## src/rtl/multi_cycle_controller_pkg.sv

```systemverilog
// Shared definitions for the multi-cycle RV32 control FSM: opcodes, state codes, control word.
// Latency: n/a (types and constants only).
// Backpressure: n/a.
package multi_cycle_controller_pkg;

  typedef enum logic [2:0] {
    ST_IF   = 3'd0,
    ST_ID   = 3'd1,
    ST_EX   = 3'd2,
    ST_MEM  = 3'd3,
    ST_WB   = 3'd4,
    ST_HALT = 3'd5
  } state_e;

  localparam logic [6:0] OP_RTYPE  = 7'b0110011;
  localparam logic [6:0] OP_IARITH = 7'b0010011;
  localparam logic [6:0] OP_LOAD   = 7'b0000011;
  localparam logic [6:0] OP_STORE  = 7'b0100011;
  localparam logic [6:0] OP_BRANCH = 7'b1100011;
  localparam logic [6:0] OP_JAL    = 7'b1101111;
  localparam logic [6:0] OP_JALR   = 7'b1100111;
  localparam logic [6:0] OP_SYSTEM = 7'b1110011;

  localparam logic [1:0] ALU_ADD    = 2'd0;
  localparam logic [1:0] ALU_BRANCH = 2'd1;
  localparam logic [1:0] ALU_FUNCT  = 2'd2;

  localparam logic [1:0] WB_ALUOUT = 2'd0;
  localparam logic [1:0] WB_MDR    = 2'd1;
  localparam logic [1:0] WB_PC4    = 2'd2;

  localparam logic PC_SRC_PC4    = 1'b0;
  localparam logic PC_SRC_ALUOUT = 1'b1;

  // Full datapath control word; all-zero is the idle/safe value.
  typedef struct packed {
    logic       pc_write;
    logic       i_or_d;
    logic       mem_read;
    logic       mem_write;
    logic       ir_write;
    logic       reg_write;
    logic [1:0] mem_to_reg;
    logic       alu_src_a;
    logic       alu_src_b;
    logic [1:0] alu_op;
    logic       pc_source;
  } ctrl_t;

  // Opcodes that take the normal ID -> EX path.
  function automatic logic is_exec_op(input logic [6:0] op);
    return (op == OP_RTYPE)  || (op == OP_IARITH) || (op == OP_LOAD) ||
           (op == OP_STORE)  || (op == OP_BRANCH) || (op == OP_JAL)  ||
           (op == OP_JALR);
  endfunction

endpackage

```

## src/rtl/multi_cycle_controller_if.sv

```systemverilog
// Controller <-> datapath/memory signal bundle.
// Latency: n/a (wires only).
// Backpressure: memory stalls via mem_ready; no other flow control.
interface multi_cycle_controller_if;
  logic [6:0] opcode;
  logic       bcond;
  logic       mem_ready;
  logic       halt_req;
  logic       pc_write;
  logic       i_or_d;
  logic       mem_read;
  logic       mem_write;
  logic       ir_write;
  logic       reg_write;
  logic [1:0] mem_to_reg;
  logic       alu_src_a;
  logic       alu_src_b;
  logic [1:0] alu_op;
  logic       pc_source;
  logic       is_halted;
  logic       mem_error;
  logic [2:0] state;

  modport master (
    input  opcode, bcond, mem_ready, halt_req,
    output pc_write, i_or_d, mem_read, mem_write, ir_write, reg_write,
           mem_to_reg, alu_src_a, alu_src_b, alu_op, pc_source,
           is_halted, mem_error, state
  );

  modport slave (
    output opcode, bcond, mem_ready, halt_req,
    input  pc_write, i_or_d, mem_read, mem_write, ir_write, reg_write,
           mem_to_reg, alu_src_a, alu_src_b, alu_op, pc_source,
           is_halted, mem_error, state
  );
endinterface

```

## src/rtl/multi_cycle_controller_mem_wait_timer.sv

```systemverilog
// Counts stalled memory-wait cycles and flags a timeout at MEM_TIMEOUT.
// Latency: timeout is combinational from the registered count.
// Backpressure: none; mem_ready in the timeout cycle suppresses the flag.
module mem_wait_timer
  import multi_cycle_controller_pkg::*;
#(
  parameter int MEM_TIMEOUT = 255
) (
  input  logic clk,
  input  logic reset,
  input  logic wait_active,
  input  logic mem_ready,
  output logic timeout
);

  localparam int CW = (MEM_TIMEOUT < 1) ? 1 : $clog2(MEM_TIMEOUT + 1);

  logic [CW-1:0] cnt_q, cnt_d;

  assign timeout = wait_active && !mem_ready && (cnt_q == CW'(MEM_TIMEOUT));

  // Count while stalled; any other cycle leaves zero behind so the next wait starts fresh.
  always_comb begin
    cnt_d = '0;
    if (wait_active && !mem_ready && !timeout) begin
      cnt_d = cnt_q + 1'b1;
    end
  end

  // Count register.
  always_ff @(posedge clk) begin
    if (reset) begin
      cnt_q <= '0;
    end else begin
      cnt_q <= cnt_d;
    end
  end

endmodule

```

## src/rtl/multi_cycle_controller.sv

```systemverilog
// Multi-cycle RV32 control FSM (IF/ID/EX/MEM/WB/HALT); ECALL_HALT_EN lets ECALL+halt_req stop the core.
// Latency: controls are combinational from the current state; one state transition per clock.
// Backpressure: IF and MEM stall on mem_ready; MEM_TIMEOUT stalled cycles force HALT with mem_error.
module multi_cycle_controller
  import multi_cycle_controller_pkg::*;
#(
  parameter int MEM_TIMEOUT = 255
) (
  input  logic                          clk,
  input  logic                          reset,
  multi_cycle_controller_if.master      bus
);

  state_e state_q, state_d;
  logic   mem_error_q, mem_error_d;
  ctrl_t  ctrl;
  logic   wait_active;
  logic   timeout;

`ifndef ECALL_HALT_EN
  logic halt_req_unused;
  assign halt_req_unused = bus.halt_req;
`endif

  assign wait_active = (state_q == ST_IF) ||
                       ((state_q == ST_MEM) &&
                        ((bus.opcode == OP_LOAD) || (bus.opcode == OP_STORE)));

  mem_wait_timer #(.MEM_TIMEOUT(MEM_TIMEOUT)) u_timer (
    .clk         (clk),
    .reset       (reset),
    .wait_active (wait_active),
    .mem_ready   (bus.mem_ready),
    .timeout     (timeout)
  );

  // Next state, sticky error and per-state control word; reset masks every enable.
  always_comb begin
    state_d     = state_q;
    mem_error_d = mem_error_q;
    ctrl        = '0;
    case (state_q)
      ST_IF: begin
        ctrl.mem_read = 1'b1;
        if (bus.mem_ready) begin
          ctrl.ir_write = 1'b1;
          state_d       = ST_ID;
        end else if (timeout) begin
          state_d     = ST_HALT;
          mem_error_d = 1'b1;
        end
      end
      ST_ID: begin
        ctrl.alu_src_b = 1'b1;
        ctrl.alu_op    = ALU_ADD;
        if (bus.opcode == OP_SYSTEM) begin
`ifdef ECALL_HALT_EN
          if (bus.halt_req) begin
            state_d = ST_HALT;
          end else begin
            ctrl.pc_write  = 1'b1;
            ctrl.pc_source = PC_SRC_PC4;
            state_d        = ST_IF;
          end
`else
          ctrl.pc_write  = 1'b1;
          ctrl.pc_source = PC_SRC_PC4;
          state_d        = ST_IF;
`endif
        end else if (is_exec_op(bus.opcode)) begin
          state_d = ST_EX;
        end else begin
          ctrl.pc_write  = 1'b1;
          ctrl.pc_source = PC_SRC_PC4;
          state_d        = ST_IF;
        end
      end
      ST_EX: begin
        state_d = ST_WB;
        case (bus.opcode)
          OP_RTYPE: begin
            ctrl.alu_src_a = 1'b1;
            ctrl.alu_op    = ALU_FUNCT;
          end
          OP_IARITH: begin
            ctrl.alu_src_a = 1'b1;
            ctrl.alu_src_b = 1'b1;
            ctrl.alu_op    = ALU_FUNCT;
          end
          OP_LOAD, OP_STORE: begin
            ctrl.alu_src_a = 1'b1;
            ctrl.alu_src_b = 1'b1;
            state_d        = ST_MEM;
          end
          OP_BRANCH: begin
            ctrl.alu_src_a = 1'b1;
            ctrl.alu_op    = ALU_BRANCH;
            ctrl.pc_write  = 1'b1;
            ctrl.pc_source = bus.bcond;
            state_d        = ST_IF;
          end
          OP_JALR: begin
            ctrl.alu_src_a = 1'b1;
            ctrl.alu_src_b = 1'b1;
          end
          OP_JAL: begin
          end
          default: state_d = ST_IF;
        endcase
      end
      ST_MEM: begin
        ctrl.i_or_d = 1'b1;
        if (bus.opcode == OP_LOAD) begin
          ctrl.mem_read = 1'b1;
        end else if (bus.opcode == OP_STORE) begin
          ctrl.mem_write = 1'b1;
        end
        if (!wait_active) begin
          ctrl    = '0;
          state_d = ST_IF;
        end else if (bus.mem_ready) begin
          if (bus.opcode == OP_LOAD) begin
            state_d = ST_WB;
          end else begin
            ctrl.pc_write  = 1'b1;
            ctrl.pc_source = PC_SRC_PC4;
            state_d        = ST_IF;
          end
        end else if (timeout) begin
          state_d     = ST_HALT;
          mem_error_d = 1'b1;
        end
      end
      ST_WB: begin
        ctrl.reg_write = 1'b1;
        ctrl.pc_write  = 1'b1;
        if (bus.opcode == OP_LOAD) begin
          ctrl.mem_to_reg = WB_MDR;
        end else if ((bus.opcode == OP_JAL) || (bus.opcode == OP_JALR)) begin
          ctrl.mem_to_reg = WB_PC4;
          ctrl.pc_source  = PC_SRC_ALUOUT;
        end
        state_d = ST_IF;
      end
      ST_HALT: begin
      end
      default: state_d = ST_IF;
    endcase
    if (reset) begin
      ctrl = '0;
    end
  end

  // State and sticky error registers.
  always_ff @(posedge clk) begin
    if (reset) begin
      state_q     <= ST_IF;
      mem_error_q <= 1'b0;
    end else begin
      state_q     <= state_d;
      mem_error_q <= mem_error_d;
    end
  end

  assign bus.pc_write   = ctrl.pc_write;
  assign bus.i_or_d     = ctrl.i_or_d;
  assign bus.mem_read   = ctrl.mem_read;
  assign bus.mem_write  = ctrl.mem_write;
  assign bus.ir_write   = ctrl.ir_write;
  assign bus.reg_write  = ctrl.reg_write;
  assign bus.mem_to_reg = ctrl.mem_to_reg;
  assign bus.alu_src_a  = ctrl.alu_src_a;
  assign bus.alu_src_b  = ctrl.alu_src_b;
  assign bus.alu_op     = ctrl.alu_op;
  assign bus.pc_source  = ctrl.pc_source;
  assign bus.state      = state_q;
  assign bus.is_halted  = (state_q == ST_HALT);
  assign bus.mem_error  = mem_error_q;

endmodule

```

## src/flat_wrapper.sv

```systemverilog
// flat-port wrapper written by rule: the top's interface ports become plain ports
module multi_cycle_controller_flat import multi_cycle_controller_pkg::*;
#(
  parameter int MEM_TIMEOUT = 255
)
  (clk, reset, bus_opcode, bus_bcond, bus_mem_ready, bus_halt_req, bus_pc_write, bus_i_or_d, bus_mem_read, bus_mem_write, bus_ir_write, bus_reg_write, bus_mem_to_reg, bus_alu_src_a, bus_alu_src_b, bus_alu_op, bus_pc_source, bus_is_halted, bus_mem_error, bus_state);
  multi_cycle_controller_if bus_i ();
  input  logic clk;
  input  logic reset;
  input wire logic [$bits(bus_i.opcode)-1:0] bus_opcode;
  input wire logic [$bits(bus_i.bcond)-1:0] bus_bcond;
  input wire logic [$bits(bus_i.mem_ready)-1:0] bus_mem_ready;
  input wire logic [$bits(bus_i.halt_req)-1:0] bus_halt_req;
  output wire logic [$bits(bus_i.pc_write)-1:0] bus_pc_write;
  output wire logic [$bits(bus_i.i_or_d)-1:0] bus_i_or_d;
  output wire logic [$bits(bus_i.mem_read)-1:0] bus_mem_read;
  output wire logic [$bits(bus_i.mem_write)-1:0] bus_mem_write;
  output wire logic [$bits(bus_i.ir_write)-1:0] bus_ir_write;
  output wire logic [$bits(bus_i.reg_write)-1:0] bus_reg_write;
  output wire logic [$bits(bus_i.mem_to_reg)-1:0] bus_mem_to_reg;
  output wire logic [$bits(bus_i.alu_src_a)-1:0] bus_alu_src_a;
  output wire logic [$bits(bus_i.alu_src_b)-1:0] bus_alu_src_b;
  output wire logic [$bits(bus_i.alu_op)-1:0] bus_alu_op;
  output wire logic [$bits(bus_i.pc_source)-1:0] bus_pc_source;
  output wire logic [$bits(bus_i.is_halted)-1:0] bus_is_halted;
  output wire logic [$bits(bus_i.mem_error)-1:0] bus_mem_error;
  output wire logic [$bits(bus_i.state)-1:0] bus_state;
  assign bus_i.opcode = bus_opcode;
  assign bus_i.bcond = bus_bcond;
  assign bus_i.mem_ready = bus_mem_ready;
  assign bus_i.halt_req = bus_halt_req;
  assign bus_pc_write = bus_i.pc_write;
  assign bus_i_or_d = bus_i.i_or_d;
  assign bus_mem_read = bus_i.mem_read;
  assign bus_mem_write = bus_i.mem_write;
  assign bus_ir_write = bus_i.ir_write;
  assign bus_reg_write = bus_i.reg_write;
  assign bus_mem_to_reg = bus_i.mem_to_reg;
  assign bus_alu_src_a = bus_i.alu_src_a;
  assign bus_alu_src_b = bus_i.alu_src_b;
  assign bus_alu_op = bus_i.alu_op;
  assign bus_pc_source = bus_i.pc_source;
  assign bus_is_halted = bus_i.is_halted;
  assign bus_mem_error = bus_i.mem_error;
  assign bus_state = bus_i.state;
  multi_cycle_controller #(.MEM_TIMEOUT(MEM_TIMEOUT)) u_core (.clk(clk), .reset(reset), .bus(bus_i));
endmodule
```

## config.mk

```make
export PLATFORM = sky130hd
export DESIGN_NAME = multi_cycle_controller_flat
export DESIGN_NICKNAME = d
export VERILOG_FILES = /design/src/rtl/multi_cycle_controller_pkg.sv /design/src/rtl/multi_cycle_controller_if.sv /design/src/rtl/multi_cycle_controller_mem_wait_timer.sv /design/src/rtl/multi_cycle_controller.sv /design/src/flat_wrapper.sv
export SDC_FILE = /design/constraint.sdc
export NUM_CORES = 1
export LEC_CHECK = 0
export CAP_MARGIN = 25
export CORE_MARGIN = 2
export CORE_UTILIZATION = 40
export DETAILED_ROUTE_END_ITERATION = 16
export MAX_ROUTING_LAYER = met4
export PLACE_DENSITY_LB_ADDON = 0.05
export SLEW_MARGIN = 10
export SYNTH_ARGS = -nofsm -noshare
export SYNTH_HDL_FRONTEND = slang
export SYNTH_HIERARCHICAL = 1
export SYNTH_SLANG_ARGS = --single-unit
```

## constraint.sdc

```tcl
create_clock -name clk -period 2.3 [get_ports clk]
set_input_delay 0.69 -clock clk [delete_from_list [all_inputs] [get_ports clk]]
set_output_delay 0.69 -clock clk [all_outputs]
set_load 0.05 [all_outputs]
```

==> results of run 1 <==
-- cells in the mapped netlist, types with 2 or more instances --
cell      count  area [sq um]
a211oi_1      2          15.0
a21oi_1       7          35.0
o21a_1        3          22.5
nand4b_1      2          17.5
dfxtp_1      12           240
o21bai_1      3          22.5
inv_1         6          22.5
nand3_1       2          10.0
nor3_1        6          30.0
nand2_1       6          22.5
nor4b_1       3          26.3
nor2_1       11          41.3
nor4_1        2          12.5
or3_1         3          18.8
xnor2_1       2          17.5
nor3b_1       2          15.0
o22ai_1       3          18.8
nand2b_1      6          37.5
o21ai_0       3          15.0
nand4_1       3          18.8
o32ai_1       2          17.5
a31oi_1       2          12.5
-- what timing repair did --
item / 4_1_cts
pin swaps: 16
hold buffers: 0
gates resized for setup: 59
endpoints found under the setup margin: 25
setup buffers: 8
-- through the flow --
stage / cells / utilization, % / hold WS (ns) / TNS [ns]
floorplan: 112 / - / 0.441 / -1.03
global placement: 191 / 83.2 / 0.457 / -10.41
detailed placement: 191 / 83.2 / 0.473 / -12.15
CTS: 203 / 92.9 / 0.492 / -2.80
-- cell families after synthesis --
| logic type | count (synthesis) |
|---|---|
| simple gates | 56 |
| flops | 12 |
| compound gates | 30 |
| fa+ha+maj | 1 |
| xor+xnor | 2 |
| buf+inv | 11 |
-- metal layers --
| layer | overflow | GRT usage [%] |
|---|---|---|
| met3 | 0 | 36.0 |
| met1 | 0 | 61.0 |
| met4 | 2 | 62.6 |
| met5 | - | - |
| met2 | 7 | 77.6 |
==> run_results.csv, run 1 <==
group,metric,value,unit
floorplan,initial_core_util,43.6,%
synthesis,postSynthRegisterBits,12,
clock_tree,clock_path_buffers,2,
clock_tree,clock-sinks,12,
synthesis,yosys_warnings,6,
floorplan,io_pins,30,
clock_tree,cts_root_buffer,"clkbuf_4",
synthesis,synth-main-ff-cell,"dfxtp_1",
synthesis,synth_fa_ha_area_share,1.43,%
synthesis,async_reset_ff_share,0,%
synthesis,synth_xor_area_share,2.01,%
synthesis,synth.cell_area,873,sq um
synthesis,synth_compound_area_share,23.2,%
placement,hpwl,2.41,mm
placement,io_buffers,28,
synthesis,synth-simple-area-share,39.7,%
timing,worstEpCategory,"primary output",
placement,gp_congestion,0.932,
outcome,status,"stopped before the end",
floorplan,die_w,50.7,um
synthesis,avgSynthCellArea,7.80,sq um
floorplan,die-height,50.7,um
synthesis,ys_seq_area_share,27.5,%
outcome,error_line,"[ERROR GRT-0232] Routing congestion too high. Check the congestion heatmap in the GUI.",
global_routing,grt_overflow_total,9,
outcome,haltStage,"global routing",
clock_tree,cts_max_level,1,
synthesis,syn_inst,112,
synthesis,synth_cell_types,43,
synthesis,synth_top_family_by_area,"simple AND/OR/NAND/NOR gates",
global_routing,grt_max_degree,13,
placement,postPlaceCellArea,1670,sq um
floorplan,row_count,16,
synthesis,synth_edf_count,0,
global_routing,grtUsageTotal,60.7,%
synthesis,synth_nets,125,
timing,postGrtWorstEndpoint,"bus_alu_op[1]",
placement,pre_cts_ws,-0.664,ns
clock_tree,numCtsBuffers,3,
synthesis,synthMuxAreaShare,0,%
==> run 2: changes to the inputs <==
CORE_AREA = 2 2 63 65   (was unset)
CORE_MARGIN = unset   (was 2)
CORE_UTILIZATION = unset   (was 40)
DIE_AREA = 0 0 65 67   (was unset)
MAX_ROUTING_LAYER = unset   (was met4)
PLACE_DENSITY_LB_ADDON = 0.15   (was 0.05)
clock period = 3 ns   (was 2.3 ns; I/O delays follow)
==> run_results.csv, run 2 <==
group,metric,value,unit
outcome,status,"finished, violations left",
outcome,violations,"setup timing",
synthesis,yosys_warnings,6,
timing,hold_viol,0,
global_routing,grt_pass1_vias,1129,
floorplan,row_count,22,
floorplan,core,3610,sq um
pwr,intPower,0.332,mW
global_routing,grt_max_degree,11,
clock_tree,worstSkewPairLatency,0.24,ns
final_layout,diodes,0,
synthesis,synth_common_cells,"12 x dfxtp_1, 11 x nor2_1, 7 x a21oi_1",
clock_tree,holdBufCountCts,0,
global_routing,grt_pass1_wl,5.17,mm
synthesis,ys_seq_area_share,27.5,%
synthesis,synthTopCellsByArea,"dfxtp_1 28%, nor2_1 4.7%, nand2b_1 4.3%, a21oi_1 4.0%, nor3_1 3.4%",
clock_tree,cts_tree,"built",
synthesis,synth_edf_count,0,
final_layout,layout_common_cells,"32 x buf_4, 13 x buf_12, 12 x dfxtp_1, 9 x nor2_1",
route,drt-pass1-iter-count,4,
synthesis,synth.cell_area,873,sq um
timing,setup-violations-final,1,
critical_path,startpoint_type,"input port",
synthesis,postSynthRegisterBits,12,
critical_path,crit_slowest_cell,"and4bb_2",
placement,gp_congestion,0.799,
synthesis,synth-main-ff-cell,"dfxtp_1",
clock_tree,clock-sinks,12,
pwr,switchingPower,0.118,mW
synthesis,yosys.area.top_type,"dfxtp_1",
final_layout,drive_gt1_share,48.3,%
route,vias,1081,
pwr,ir_drop,0.000146,V
global_routing,grt_overflow_total,0,
floorplan,initial_core_util,24.2,%
clock_tree,clk_pin_slew,0.05,ns
synthesis,avgSynthCellArea,7.80,sq um
global_routing,grtUsageTotal,15.3,%
critical_path,critPathRequiredTime,2.10,ns
pwr,power_frac_seq,36.4,%
clock_tree,cts_max_level,1,
final_layout,area_growth,98.0,%
floorplan,die-height,67,um
pwr,p_total,0.449,mW
job,maxCapViolations,0,
route,drc,0,
pwr,pwr-share-clk,39.0,%
critical_path,slowest_delay,0.34,ns
final_layout,fin_area,1730,sq um
pwr,power.density,260,nW/um^2
final_layout,top_register,"u_core/u_timer/cnt_q",
synthesis,syn_inst,112,
critical_path,critical_path_arrival,2.13,ns
placement,io_buffers,28,
timing,rsz0062_at_grt,"yes",
final_layout,fillerInstances,363,
route,viasPerCell,4.91,
timing,tightestPinTransition,0.496,ns
synthesis,synth.top_cell.area_share,27.5,%
timing,setup_ws,-0.0303,ns
pwr,swShare,26.2,%
final_layout,layout_commonest_cell,"buf_4",
synthesis,async_reset_ff_share,0,%
timing,maxSlewViolCount,0,
floorplan,design.die.area,4360,sq um
route,wl_per_cell,13.7,um
critical_path,worstSetupEndpointType,"output pin",
final_layout,nNetsFinal,186,
timing,clock_skew,0.00295,ns
synthesis,yosysMostFrequentCell,"dfxtp_1",
clock_tree,clock_path_buffers,2,
timing,slew_headroom,66.9,%
timing,period_share,101,%
pwr,power.share.combinational,24.5,%
floorplan,die_w,65,um
clock_tree,numCtsBuffers,3,
placement,hpwl,2.31,mm
synthesis,synth_cell_types,43,
clock_tree,cts_root_buffer,"clkbuf_8",
final_layout,largest_register_ffs,8,
synthesis,synth_nets,125,
global_routing,antenna_found_initial,0,
critical_path,crit_path_max_fanout,3,
floorplan,io_pins,30,
route,ant_nets,0,
route,drt_iter0_markers,42,
min_path,worstHoldPathType,"reg -> reg",
timing,period_minus_slack,3.03,ns
pwr,power_leakage,0.639,nW
placement,postPlaceCellArea,1610,sq um
route,wl,3.01,mm
critical_path,worstSetupPathType,"in -> out",
critical_path,crit_chain,"buf_6 > and4bb_2 > nand4b_1 > o32a_1 > nor3_4 > buf_12",
timing,max_freq,330,MHz
## run 2: cell counts after synthesis
No cell type changed its count.
## run 2: final cells by class
cell class	instances	area (sq um)	share of cell area (%)
inverter	7	26.3	1.52
clock buffer	4	55.1	3.18
tap	48	60.1	3.47
multi-input combinational	89	713	41.2
timing repair buffer	60	634	36.7
sequential	12	240	13.9
## run 2: critical path, delay by kind of cell
kind / cells / cell delay [ns]
simple gates: 3 / 0.64
buf+inv: 2 / 0.25
compound gates: 1 / 0.34
## run 2: stage by stage
step / setup slack [ns] / TNS [ns] / utilization, % / hold WS [ns] / cells
2_1_floorplan: -0.0476 / -0.0643 / - / 0.441 / 112
3_3_place_gp: -0.433 / -5.19 / 44.5 / 0.458 / 213
3_5_place_dp: -0.412 / -5.05 / 44.5 / 0.464 / 213
4_1_cts: -0.135 / -0.165 / 47.5 / 0.476 / 220
5_1_grt: -0.132 / -0.263 / 48.0 / 0.508 / 220
6_report: -0.0303 / -0.0303 / 48.0 / 0.475 / 220
## run 2: path summary, 6_finish.rpt
kind                                            from                                 end  slack (ns)  cells after the start
setup / recovery                       bus_opcode[3]                       bus_pc_source       -0.03                      6
setup reg to reg    u_core/bus.state[1]$_SDFFE_PP0N_    u_core/bus.state[2]$_SDFFE_PP0N_        0.72                     10
hold reg to reg   u_core/u_timer/cnt_q[0]$_SDFF_PP0_  u_core/u_timer/cnt_q[0]$_SDFF_PP0_        0.47                      1
hold / removal    u_core/u_timer/cnt_q[0]$_SDFF_PP0_  u_core/u_timer/cnt_q[0]$_SDFF_PP0_        0.47                      1
## run 2: repair_timing
item                       CTS  global route
buffers inserted             3             0
resized for setup           35             5
hold endpoints to repair     0             0
setup endpoints to repair   13             6
pin swaps                    7             9
## run 2: kinds of logic (layout without fill, tap and decap cells)
group	count (synthesis)	after routing	synth area share [%]
AND/OR/NAND/NOR	56	56	39.7
AO/OA/AOI/OAI	30	30	23.2
flip-flops	12	12	27.5
buffers and inverters	11	71	6.16
XOR/XNOR	2	2	2.01
adder cells (fa/ha/maj)	1	1	1.43
## run 2: metal layers
metal  vias up  GRT usage [%]  share of wire, %
met5         -              0                 0
met4         0           6.65               1.8
met3         7           3.04               4.3
met2        27           28.4                53
met1       506           16.7                41
li1        541              -                 -
## run 2: power groups by stage
stage / clock [mW] / sequential [mW] / combinational [mW]
after CTS: 0.179 / 0.164 / 0.108
after floorplan: 0 / 0.170 / 0.0398
after global routing: 0.188 / 0.164 / 0.118
final: 0.175 / 0.164 / 0.110
after detailed placement: 0 / 0.167 / 0.104
after global placement: 0 / 0.167 / 0.103
No activity file was read; power rests on OpenSTA's default activity.
